## src/rtl/inertial_intf.sv

```systemverilog
// inertial_intf: gyro power-up/config and yaw-rate read sequencer above SPI_mnrch; optional offset calibration via YAW_CAL_EN
module inertial_intf #(
  parameter int PWRUP_BITS = 16,
  parameter int CAL_SHIFT = 3
) (
  input  logic        clk,
  input  logic        rst_n,
  input  logic        INT,
  input  logic        done,
  input  logic [15:0] rd_data,
  output logic        wrt,
  output logic [15:0] cmd,
  output logic [15:0] yaw_rt,
  output logic        vld,
  output logic        cal_done
);
  typedef enum logic [2:0] {PWRUP, CFG1, CFG2, WAIT_INT, RD_L, RD_H, OUT} state_t;
  state_t state;
  logic int_meta, int_sync;
  logic [PWRUP_BITS-1:0] pwr_cnt;
  logic [7:0] yaw_l;
  logic [15:0] raw, yaw_adj;
  logic cal_busy;
  logic unused_hi;
  assign raw = {rd_data[7:0], yaw_l};
  assign unused_hi = ^rd_data[15:8];
  // two-flop synchronizer for the asynchronous data-ready line
  always_ff @(posedge clk or negedge rst_n)
    if (!rst_n) {int_meta, int_sync} <= 2'b00;
    else {int_meta, int_sync} <= {INT, int_meta};
`ifdef YAW_CAL_EN
  logic signed [15+CAL_SHIFT:0] accum, accum_nxt;
  logic [CAL_SHIFT-1:0] cal_cnt;
  logic [15:0] offset;
  assign accum_nxt = accum + {{CAL_SHIFT{raw[15]}}, raw};
  assign cal_busy = !cal_done;
  assign yaw_adj = raw - offset;
  // accumulate the first 2^CAL_SHIFT samples, then latch their average as the offset
  always_ff @(posedge clk or negedge rst_n)
    if (!rst_n) begin
      accum <= '0;
      cal_cnt <= '0;
      offset <= '0;
      cal_done <= 1'b0;
    end else if (state == RD_H && done && !cal_done) begin
      accum <= accum_nxt;
      cal_cnt <= cal_cnt + 1'b1;
      if (&cal_cnt) begin
        offset <= accum_nxt[15+CAL_SHIFT:CAL_SHIFT];
        cal_done <= 1'b1;
      end
    end
`else
  assign cal_busy = 1'b0;
  assign yaw_adj = raw;
  // without calibration the output is usable as soon as reset is released
  always_ff @(posedge clk or negedge rst_n)
    if (!rst_n) cal_done <= 1'b0;
    else cal_done <= 1'b1;
`endif
  // command sequencer: power-up delay, two config writes, then low/high yaw reads per INT
  always_ff @(posedge clk or negedge rst_n)
    if (!rst_n) begin
      state <= PWRUP;
      pwr_cnt <= '0;
      yaw_l <= '0;
      wrt <= 1'b0;
      cmd <= '0;
      yaw_rt <= '0;
      vld <= 1'b0;
    end else begin
      wrt <= 1'b0;
      vld <= 1'b0;
      case (state)
        PWRUP: begin
          pwr_cnt <= pwr_cnt + 1'b1;
          if (&pwr_cnt) begin
            wrt <= 1'b1;
            cmd <= 16'h0D02;
            state <= CFG1;
          end
        end
        CFG1: if (done) begin
          wrt <= 1'b1;
          cmd <= 16'h1160;
          state <= CFG2;
        end
        CFG2: if (done) state <= WAIT_INT;
        WAIT_INT: if (int_sync) begin
          wrt <= 1'b1;
          cmd <= 16'hA600;
          state <= RD_L;
        end
        RD_L: if (done) begin
          yaw_l <= rd_data[7:0];
          wrt <= 1'b1;
          cmd <= 16'hA700;
          state <= RD_H;
        end
        RD_H: if (done) begin
          if (!cal_busy) begin
            yaw_rt <= yaw_adj;
            vld <= 1'b1;
          end
          state <= OUT;
        end
        OUT: state <= WAIT_INT;
        default: state <= PWRUP;
      endcase
    end
endmodule

```

## config.mk

```make
export PLATFORM = sky130hd
export DESIGN_NAME = inertial_intf
export DESIGN_NICKNAME = d
export VERILOG_FILES = /design/src/rtl/inertial_intf.sv
export SDC_FILE = /design/constraint.sdc
export NUM_CORES = 1
export LEC_CHECK = 0
export ABC_AREA = 1
export ABC_CLOCK_PERIOD_IN_PS = 1800
export BUFFER_PORTS_ARGS = -buffer_cell sky130_fd_sc_hd__buf_2
export CELL_PAD_IN_SITES_DETAIL_PLACEMENT = 0
export CELL_PAD_IN_SITES_GLOBAL_PLACEMENT = 1
export CORE_AREA = 2 2 63 124
export DETAILED_ROUTE_END_ITERATION = 7
export DIE_AREA = 0 0 65 126
export GPL_TIMING_DRIVEN = 1
export HOLD_SLACK_MARGIN = 0.08
export PLACE_DENSITY = 0.8
export SLEW_MARGIN = 0
export SYNTH_ARGS = -nofsm -noshare
export SYNTH_HDL_FRONTEND = slang
export SYNTH_SLANG_ARGS = --single-unit
```

## constraint.sdc

```tcl
create_clock -name clk -period 1.8 [get_ports clk]
set_clock_uncertainty 0.2 [all_clocks]
set_input_delay 0.27 -clock clk [delete_from_list [all_inputs] [get_ports clk]]
set_output_delay 0.27 -clock clk [all_outputs]
set_load 0.02 [all_outputs]
```

==> impl_metrics.csv <==
group,metric,value,unit
route,wl,4911,µm
sta,drv_slew,0,
cts,clockBufferDepth,2,
global_routing,track_usage,13.62,%
finish,fin_area,3236,µm²
route,routed_via_density,4.438,
synth,postSynthAreaPerCell,8.681,µm²
global_routing,grt_use_met3,3.393,%
power_and_ir_drop,power_density,703.5,nW/µm²
global_routing,antenna_found_initial,0,
power_and_ir_drop,clkPwrFrac,42.3,%
synth,synth_seq_area_share,52.68,%
finish,drive_gt1_share,27.65,%
synth,yosys.area.top_type,"dfrtp_1",
synth,synth_fa_ha_area_share,2.982,%
flow_run,drv_cap,0,
synth,synth_area,2517,µm²
worst_setup_path,end_kind,"register",
global_routing,grt_busiest_layer,"met2",
sta,fin_hold_ws,0.1550,ns
global_routing,grt_pass1_vias,1986,
power_and_ir_drop,power,2.276,mW
worst_setup_path,cp-start-kind,"register",
placed_design,dp_hpwl,3749,µm
power_and_ir_drop,seqPwrFrac,53.1,%
cts,numCtsBuffers,5,
floorplan,dieWidth,65,µm
cts,cts_tree,"yes",
worst_setup_path,crit_fanout,4,
floorplan,die_area,8190,µm²
synth,synth_xor_area_share,3.479,%
synth,synth_top_area_share,52.68,%
floorplan,io_pins,55,
synth,synth_top_family_by_area,"simple AND/OR/NAND/NOR gates",
route,drt-wirelength-per-cell,10.91,µm
sta,fin_crit,1.697,ns
worst_setup_path,cp.arrival,1.68,ns
sta,setup_viol_count_final,0,
sta,rsz0062_at_grt,"false",
finish,final_nets,383,
worst_setup_path,crit_type,"register to register",
power_and_ir_drop,p_leak,1.703,nW
power_and_ir_drop,power.switching,0.5116,mW
synth,yosys_warnings,0,
finish,final_common_cell,"nand2_1",
synth,synth-compound-area-share,5.915,%
global_routing,grtUsageMet1,13.94,%
route,drtAntennaViolNets,0,
route,first_pass_iters,4,
power_and_ir_drop,p_sw_share,22.47,%
worst_setup_path,cp.required,1.78,ns
global_routing,grt_pass1_wl,8700,µm
global_routing,overflow,0,
route,drc,0,
global_routing,met2_usage,25.71,%
finish,fillers,706,
floorplan,initial_core_util,34.91,%
global_routing,grt_start_max_net_pins,38,
finish,final_cell_mix,"nand2_1 (97), dfrtp_1 (52), buf_2 (40)",
floorplan,die_y,126,µm
cts,h-tree-depth,2,
power_and_ir_drop,p_comb_share,4.6,%
power_and_ir_drop,ir_drop,0.6940,mV
synth,ys_seq_elements,53,
finish,area_growth,28.53,%
synth,synth_area_leaders,"dfrtp_1 (53%), nand2_1 (15%), inv_1 (4.2%)",
cts,clock-sinks,53,
synth,synth-simple-area-share,25.65,%
cts,cts-root-buf,"clkbuf_16",
placed_design,dpl_cell_area,2903,µm²
route,drt_first_iter_violations,33,
sta,fin_crit_sh,94.27,%
sta,hold_violations,0,
sta,finalSetupTns,0,ns
cts,clkSlewWorstSetupHoldPaths,0.07,ns
power_and_ir_drop,internal_power,1.765,mW
sta,fin_ws,0.1031,ns
placed_design,io_buffers,40,
synth,synth_cells,290,
sta,max_freq,0.5893,GHz
finish,antenna_cells,0,
synth,synth.distinct_cells,29,
cts,clk_latency,0.29,ns
placed_design,dpl_worst_slack,-0.08683,ns
route,vias,1997,
floorplan,core,7212,µm²
outcome,status,"finished clean",
worst_hold_path,hp-class,"register to register",
placed_design,gp_congestion,0.7784,
synth,muxShareOfSynthArea,0,%
floorplan,num_rows,44,
## logic make-up (layout without fill, tap and decap cells)
| logic type | count (synthesis) | in the layout |
|---|---|---|
| DFF | 53 | 53 |
| AOI/OAI and AO/OA | 27 | 27 |
| xor gates and xnor gates | 10 | 10 |
| and+or+nand+nor | 145 | 145 |
| adders and majority gates | 6 | 6 |
| other | 2 | 7 |
| buffers and inverters | 47 | 110 |
## power groups by stage
stage / Sequential, mW / Combinational (mW) / Clock (mW)
finish: 1.21 / 0.105 / 0.962
global route: 1.21 / 0.119 / 1.05
CTS: 1.21 / 0.107 / 0.997
floorplan: 1.24 / 0.0333 / 0
detailed placement: 1.23 / 0.0911 / 0
global placement: 1.23 / 0.0902 / 0
## through the flow
step,util [%],std cells
2_1_floorplan,-,295
3_3_place_gp,40.25,429
3_5_place_dp,40.25,429
4_1_cts,43.75,447
5_1_grt,44.86,450
6_report,44.86,450
## path summary, 6_finish.rpt
path | start | to | slack, ns | cells after the start
min reg2reg | int_meta | int_sync | 0.16 | 0
max | state[0] | state[2] | 0.10 | 10
min | int_meta | int_sync | 0.16 | 0
min in group asynchronous | rst_n | yaw_l[4] | 0.22 | 2
max in group asynchronous | rst_n | cal_done | 0.66 | 3
max reg2reg | state[0] | state[2] | 0.10 | 10
## per-layer routing
metal	routed length, µm	vias up	share of wire [%]
li1	-	1006	-
met1	1772	945	36
met2	2838	39	58
met3	214	7	4.4
met4	85	0	1.7
met5	0	-	0
## layout make-up
type                            instances  area (µm²)  area share, %
Multi-Input combinational cell        195        1030          31.83
Clock buffer                            5       125.1          3.867
Clock inverter                          3       25.02         0.7734
Timing Repair Buffer                   70       488.0          15.08
Sequential cell                        53        1328          41.03
Inverter                               32       125.1          3.867
Tap cell                               92       115.1          3.558
## cell usage after synthesis, drive strengths merged
cell type and instances:
nand2 105, dfrtp 53, inv 32, nor2 22, o21ai 21, buf 14
nand4 9, ha 6, xor2 6, a21oi 5, nand3 5, xnor2 4
conb 2, or2 2, clkbuf 1, nor3 1, nor3b 1, o31ai 1
## sequential cells by signal (all words and copies together), names as in the netlist
signal    flops
wrt           1
vld           1
int_meta      1
state         3
int_sync      1
pwr_cnt      16
cmd           5
yaw_l         8
yaw_rt       16
cal_done      1
## worst max-delay path, cell delays in order (launching register included)
cell and delay [ns]:
dfrtp_2 0.40, inv_2 0.06, buf_4 0.13, ha_1 0.18, nand2_1 0.06, a21oi_1 0.06, nor2_1 0.13, buf_4 0.16
nand3_4 0.08, nand2_1 0.07, nand2_1 0.05
## timing repair
action                     in CTS  in global routing
setup endpoints to repair       5                 16
hold endpoints to repair       70                  0
gates resized for setup         1                 12
buffers inserted                0                  3
hold buffers                   10                  0
pin swaps                       0                  3
Note: power is estimated with default switching activity, not from simulation.
